## src/rtl/eth_pkg.sv

```systemverilog
// Ethernet/ARP constants and helpers shared by the ARP receive and transmit paths.
package eth_pkg;

  localparam logic [7:0]  PREAMBLE_BYTE = 8'h55;
  localparam logic [7:0]  SFD_BYTE      = 8'hD5;
  localparam logic [15:0] ETH_TYPE_ARP  = 16'h0806;
  localparam logic [15:0] ETH_TYPE_IP   = 16'h0800;
  localparam logic [15:0] ARP_HTYPE_ETH = 16'h0001;
  localparam logic [15:0] ARP_OP_REQ    = 16'd1;
  localparam logic [15:0] ARP_OP_REPLY  = 16'd2;
  localparam logic [47:0] BCAST_MAC     = 48'hFFFF_FFFF_FFFF;

  localparam logic [5:0] PREAMBLE_LEN = 6'd7;
  localparam logic [5:0] ETH_HDR_LEN  = 6'd14;
  localparam logic [5:0] ARP_LEN      = 6'd28;

  typedef enum logic [2:0] {
    IDLE,
    PREAMBLE,
    ETH_HEAD,
    ARP_DATA,
    RX_END
  } arp_state_e;

  // byte i of a MAC, 0 = first on the wire
  function automatic logic [7:0] mac_byte(input logic [47:0] m,
                                          input logic [2:0] i);
    logic [47:0] s;
    s = m << {i, 3'b000};
    return s[47:40];
  endfunction

  function automatic logic [7:0] ip_byte(input logic [31:0] a,
                                         input logic [1:0] i);
    logic [31:0] s;
    s = a << {i, 3'b000};
    return s[31:24];
  endfunction

endpackage

```

## src/rtl/arp_rx.sv

```systemverilog
// GMII receive ARP parser: validates Ethernet/ARP headers addressed to us
// and reports the sender MAC/IP with a one-cycle done strobe.
module arp_rx
  import eth_pkg::*;
#(
  parameter logic [47:0] fpga_mac = 48'h11_22_33_44_55_66,
  parameter logic [31:0] fpga_ip  = 32'hc0_a8_00_08
) (
  input  logic        clk,
  input  logic        rst_n,
  input  logic        gmii_rx_dv,
  input  logic [7:0]  gmii_rxd,
  output logic        arp_rx_done,
  output logic        arp_rx_type,
  output logic [47:0] src_mac,
  output logic [31:0] src_ip
);

  localparam logic [5:0] ETH_LAST = ETH_HDR_LEN - 6'd1;
  localparam logic [5:0] ARP_LAST = ETH_HDR_LEN + ARP_LEN - 6'd1;

  arp_state_e  state, state_next;
  logic [5:0]  cnt;
  logic        err;
  logic        bcast_ok, mac_ok;
  logic        bcast_n, mac_n;
  logic        op_req;
  logic        dv_q;
  logic [47:0] smac;
  logic [31:0] sip;
  logic        bad;
  logic        commit;

  always_ff @(posedge clk or negedge rst_n) begin
    if (!rst_n) state <= IDLE;
    else        state <= state_next;
  end

  // dv_q resets high so a frame already in flight at reset release is skipped
  always_comb begin
    state_next = state;
    unique case (state)
      IDLE:
        if (gmii_rx_dv && !dv_q && gmii_rxd == PREAMBLE_BYTE)
          state_next = PREAMBLE;
      PREAMBLE:
        if (!gmii_rx_dv)
          state_next = IDLE;
        else if (gmii_rxd == PREAMBLE_BYTE && cnt < PREAMBLE_LEN)
          state_next = PREAMBLE;
        else if (gmii_rxd == SFD_BYTE && cnt == PREAMBLE_LEN)
          state_next = ETH_HEAD;
        else
          state_next = RX_END;
      ETH_HEAD:
        if (!gmii_rx_dv)           state_next = IDLE;
        else if (cnt == ETH_LAST)  state_next = ARP_DATA;
      ARP_DATA:
        if (!gmii_rx_dv)           state_next = IDLE;
        else if (cnt == ARP_LAST)  state_next = RX_END;
      RX_END:
        if (!gmii_rx_dv)           state_next = IDLE;
      default:
        state_next = IDLE;
    endcase
  end

  always_comb begin
    bcast_n = bcast_ok && (gmii_rxd == BCAST_MAC[47:40]);
    mac_n   = mac_ok && (gmii_rxd == mac_byte(fpga_mac, cnt[2:0]));
    bad     = 1'b0;
    case (cnt)
      6'd5:  bad = !(bcast_n || mac_n);
      6'd12: bad = gmii_rxd != ETH_TYPE_ARP[15:8];
      6'd13: bad = gmii_rxd != ETH_TYPE_ARP[7:0];
      6'd14: bad = gmii_rxd != ARP_HTYPE_ETH[15:8];
      6'd15: bad = gmii_rxd != ARP_HTYPE_ETH[7:0];
      6'd16: bad = gmii_rxd != ETH_TYPE_IP[15:8];
      6'd17: bad = gmii_rxd != ETH_TYPE_IP[7:0];
      6'd18: bad = gmii_rxd != 8'd6;
      6'd19: bad = gmii_rxd != 8'd4;
      6'd20: bad = gmii_rxd != 8'd0;
      6'd21: bad = gmii_rxd != ARP_OP_REQ[7:0] &&
                   gmii_rxd != ARP_OP_REPLY[7:0];
      6'd38, 6'd39, 6'd40, 6'd41:
        bad = gmii_rxd != ip_byte(fpga_ip, 2'(cnt - 6'd38));
      default: bad = 1'b0;
    endcase
    commit = state == ARP_DATA && gmii_rx_dv &&
             cnt == ARP_LAST && !err && !bad;
  end

  always_ff @(posedge clk or negedge rst_n) begin
    if (!rst_n) begin
      cnt         <= '0;
      err         <= 1'b0;
      bcast_ok    <= 1'b1;
      mac_ok      <= 1'b1;
      op_req      <= 1'b0;
      smac        <= '0;
      sip         <= '0;
      dv_q        <= 1'b1;
      arp_rx_done <= 1'b0;
      arp_rx_type <= 1'b0;
      src_mac     <= '0;
      src_ip      <= '0;
    end else begin
      dv_q        <= gmii_rx_dv;
      arp_rx_done <= commit;
      if (commit) begin
        src_mac     <= smac;
        src_ip      <= sip;
        arp_rx_type <= op_req;
      end
      if (state_next == IDLE) begin
        cnt      <= '0;
        err      <= 1'b0;
        bcast_ok <= 1'b1;
        mac_ok   <= 1'b1;
        op_req   <= 1'b0;
        smac     <= '0;
        sip      <= '0;
      end else begin
        case (state)
          IDLE:
            cnt <= 6'd1;
          PREAMBLE:
            cnt <= (state_next == ETH_HEAD) ? 6'd0 : cnt + 6'd1;
          ETH_HEAD, ARP_DATA: begin
            cnt <= cnt + 6'd1;
            err <= err || bad;
            if (cnt < 6'd6) begin
              bcast_ok <= bcast_n;
              mac_ok   <= mac_n;
            end
            if (cnt == 6'd21)
              op_req <= gmii_rxd == ARP_OP_REQ[7:0];
            if (cnt >= 6'd22 && cnt <= 6'd27)
              smac <= {smac[39:0], gmii_rxd};
            if (cnt >= 6'd28 && cnt <= 6'd31)
              sip <= {sip[23:0], gmii_rxd};
          end
          default: ;
        endcase
      end
    end
  end

endmodule
```

## config.mk

```make
export PLATFORM = sky130hd
export DESIGN_NAME = arp_rx
export DESIGN_NICKNAME = d
export VERILOG_FILES = /design/src/rtl/eth_pkg.sv /design/src/rtl/arp_rx.sv
export SDC_FILE = /design/constraint.sdc
export NUM_CORES = 1
export LEC_CHECK = 0
export BUFFER_PORTS_ARGS = -buffer_cell sky130_fd_sc_hd__buf_2
export CORE_MARGIN = 5
export CORE_UTILIZATION = 40
export CTS_CLUSTER_SIZE = 12
export DETAILED_ROUTE_END_ITERATION = 8
export PLACE_DENSITY = 0.66
export SYNTH_ARGS = -nofsm -noshare
export SYNTH_HDL_FRONTEND = slang
export SYNTH_SLANG_ARGS = --single-unit
export TNS_END_PERCENT = 5
```

## constraint.sdc

```tcl
create_clock -name clk -period 9.9 [get_ports clk]
set_clock_uncertainty 0.2 [all_clocks]
set_input_delay 2.475 -clock clk [delete_from_list [all_inputs] [get_ports clk]]
set_output_delay 2.475 -clock clk [all_outputs]
set_load 0.02 [all_outputs]
```

==> run summary <==
## Outcome
- **result of the run** finished, final reports clean

## Route
- **wire length on met2** 8090 um
- **total routed wire length on the met1 layer** 8100 um
- **detailed-route wire length per cell** 16.9 um
- **number of routed nets with antenna violations** 0
- **total detailed-routing wirelength** 17300 um
- **count of routing violations after the opening detailed-route iteration** 510
- **vias** 5458
- **count of TritonRoute iterations in the first routing pass** 4
- **top routing layer in use** met4
- **met3 wire length** 929 um
- **via count normalized by instance count** 5.33
- **DRC errors left** 0

## GRT
- **total global-route track usage** 16.3%
- **global route total overflow** 0
- **largest net degree at the start of global routing** 115
- **antenna violations before repair** 0
- **via count of the first global-routing pass** 5294
- **global-route wire length before repair** 28600 um

## Power
- **Power, Total** 0.00147 W
- **Leakage** 4.14 nW
- **power per unit of standard cell area** 167 mW/mm2
- **Max VDD drop** 127 uV

## Clock network
- **clock slew at reported path FFs** 60 ps
- **clock tree sinks** 176
- **clock root buffer** sky130_fd_sc_hd__clkbuf_16
- **worst skew pair latency** 430 ps
- **# resized after CTS** 0
- **CTS tree** built
- **H-tree depth** 4
- **number of buffers added for setup after CTS** 0
- **count of hold-fix buffers inserted at cts** 0
- **clock buffer count from CTS** 17
- **number of buffers on the longest clock path** 2

## Logic synthesis
- **Synth warnings** 0
- **sequential area share after synthesis** 57.8%
- **synthesized area divided by synthesized cell count** 10.7 um2
- **instance count of the mapped netlist** 712
- **most common flop cell mapped by yosys** sky130_fd_sc_hd__dfrtp_1
- **cell area after synthesis** 0.00762 mm2
- **library cells used by synthesis** 52
- **FF+latch count, synth** 176
- **count of flip-flops with a built-in enable after synthesis** 0
- **async set-reset flop share out of synthesis** 100%
- **syn nets** 727

## Floorplan
- **area of the core region** 0.0187 mm2
- **number of rows in the core area** 50
- **initial cell density of the core** 40.7%
- **total die area** 0.0219 mm2
- **number of top-level pins** 93
- **die boundary width** 148 um
- **Die Y-Extent** 148 um

## Setup path
- **FF-to-FF path depth** 10
- **worst flop-to-flop path startpoint** cnt[1]
- **worst reg2reg path endpoint** src_mac[3]
- **Top Family by Delay on Critical Path** buffers and inverters
- **logic depth of the worst path, buffers included** 8
- **kind of critical path** input pin to flop
- **Buf/Inv on CP** 2
- **critical path startpoint category** input pin
- **Crit Path Max Fanout** 46
- **critical path capture point type** flop
- **Critical Path Start** gmii_rxd[0]
- **worst-path cell chain** buf_2 > or4_1 > a21oi_1 > o211ai_1 > a21o_1 > nor3_4 > buf_4 > mux2_2
- **end point of the critical path** src_mac[3]
- **CP arrival** 4880 ps
- **FF-to-FF setup slack** 5920 ps
- **Crit path required time** 10010 ps
- **Critical Path Slowest Stage Cell** sky130_fd_sc_hd__buf_4
- **Critical Path Max Stage Delay** 540 ps

## Cells and area
- **# diodes** 0
- **P&R area growth vs syn** 15.8%
- **fraction of the core area covered by cells at the end of the flow** 47.2%
- **combined area of the multi-input logic cells** 0.00294 mm2
- **layout cell share with drive strength beyond 1** 27.6%
- **storage element area** 0.00441 mm2
- **NumNets Final** 792
- **final instance count without filler cells** 1024
- **number of filler cells placed in the layout** 1725

## Place
- **instance count after placement with tap cells included** 992
- **quantity of I/O buffers inserted on ports** 92
- **placer's final routability congestion estimate** 0.903
- **detailed placer's ending HPWL** 10900 um

## Timing
- **transition time of the tightest slew-check pin** 1050 ps
- **Sum Neg Setup Slack** 0 ps
- **ratio of final minimum period to clock period** 48.2%
- **final critical delay including setup and external delays** 4770 ps
- **headroom to the max-slew limit** 30.0%
- **max-slew violation count** 0
- **Fmax** 210 MHz
- **hold_ws** 286 ps
- **RSZ-0062 raised after global routing** false
- **Hold Vio Cnt, Final** 0
- **total setup violations reported at the end of the flow** 0

## Min path
- **Min-Delay Path Class** flop to flop

## Run
- **Maximum Capacitance Violations** 0

[per-stage QoR]
| step | cell area [um2] | setup WS, ps |
|---|---|---|
| after floorplan | 7620 | 5020 |
| after global placement | 8180 | 4750 |
| after detailed placement | 8180 | 4690 |
| after CTS | 8820 | 5130 |
| after global routing | 8820 | 4950 |
| final | 8820 | 5130 |
[state kept, by name (all words and copies together), names as in the netlist]
| register | count |
|---|---|
| smac | 48 |
| src_mac | 48 |
| sip | 32 |
| src_ip | 32 |
| cnt | 6 |
| state | 3 |
| arp_rx_done | 1 |
| arp_rx_type | 1 |
| bcast_ok | 1 |
| dv_q | 1 |
| err | 1 |
| mac_ok | 1 |
| op_req | 1 |
[power by group]
group          internal (W)  switching, W
Sequential         0.000719   0.000000102
Clock              0.000445      0.000281
Combinational    0.00000507     0.0000213
[synth_stat cells (4+ instances only)]
cell type / number / area share, %
sky130_fd_sc_hd__nand2_1: 175 / 8.6
sky130_fd_sc_hd__dfrtp_1: 173 / 57
sky130_fd_sc_hd__a21oi_1: 86 / 5.6
sky130_fd_sc_hd__mux2_2: 74 / 11
sky130_fd_sc_hd__clkbuf_1: 33 / 1.6
sky130_fd_sc_hd__nor2_1: 21 / 1.0
sky130_fd_sc_hd__nor3_1: 10 / 0.66
sky130_fd_sc_hd__buf_6: 8 / 1.2
sky130_fd_sc_hd__inv_1: 7 / 0.34
sky130_fd_sc_hd__mux2_1: 7 / 1.0
sky130_fd_sc_hd__o21ai_0: 7 / 0.46
sky130_fd_sc_hd__buf_1: 6 / 0.30
sky130_fd_sc_hd__nand2b_1: 6 / 0.49
sky130_fd_sc_hd__nor4_1: 6 / 0.49
sky130_fd_sc_hd__xnor2_1: 6 / 0.69
sky130_fd_sc_hd__a21o_1: 5 / 0.49
sky130_fd_sc_hd__and3_1: 5 / 0.41
sky130_fd_sc_hd__buf_2: 5 / 0.33
sky130_fd_sc_hd__nand3_1: 5 / 0.33
sky130_fd_sc_hd__nor2b_1: 5 / 0.41
sky130_fd_sc_hd__a31oi_1: 4 / 0.33
sky130_fd_sc_hd__ha_1: 4 / 0.66
sky130_fd_sc_hd__xor2_1: 4 / 0.46
[per-layer routing]
metal	track usage, %	vias up
met5	0	-
met4	4.62	0
met3	3.80	17
met2	25.0	165
met1	23.2	2716
li1	-	2560
[cell usage in the layout, fill, tap and decap left out, types with 5 or more instances in the layout]
cell type	instances
sky130_fd_sc_hd__buf_2	91
sky130_fd_sc_hd__buf_4	6
sky130_fd_sc_hd__nand2_1	175
sky130_fd_sc_hd__nor2_1	20
sky130_fd_sc_hd__a21o_1	5
sky130_fd_sc_hd__nor3_1	10
sky130_fd_sc_hd__nor4_1	6
sky130_fd_sc_hd__mux2_1	7
sky130_fd_sc_hd__a21oi_1	86
sky130_fd_sc_hd__nor2b_1	5
sky130_fd_sc_hd__dfrtp_1	173
sky130_fd_sc_hd__o21ai_0	7
sky130_fd_sc_hd__xnor2_1	6
sky130_fd_sc_hd__nand2b_1	6
sky130_fd_sc_hd__inv_1	7
sky130_fd_sc_hd__clkbuf_16	17
sky130_fd_sc_hd__mux2_2	74
[cell type report]
type	instances	share of cell area, %
Inverter	7	0.298
Clock inverter	11	2.03
Clock buffer	21	5.33
Tap cell	234	3.32
Sequential cell	176	50.0
Multi-Input combinational cell	477	33.3
Timing Repair Buffer	98	5.80
[how the worst min path moves through the flow]
stage                           start          end  depth (start not counted)
after floorplan              smac[42]  src_mac[42]                          1
after detailed placement  src_mac[10]  src_mac[10]                          1
final                     src_mac[10]  src_mac[10]                          1
after global placement     src_mac[8]   src_mac[8]                          1
after CTS                 src_mac[10]  src_mac[10]                          1
after global routing      src_mac[42]  src_mac[42]                          1
[kinds of logic (layout without fill, tap and decap cells)]
group / count (synthesis) / count (layout) / synth area share [%]
compound gates: 128 / 128 / 9.73
xor+xnor: 10 / 10 / 1.15
simple gates: 252 / 252 / 14.6
mux: 83 / 83 / 12.2
flops: 176 / 176 / 57.8
fa+ha+maj: 4 / 4 / 0.657
buf+inv: 59 / 137 / 3.78
Power figures use the tool's default switching activity.
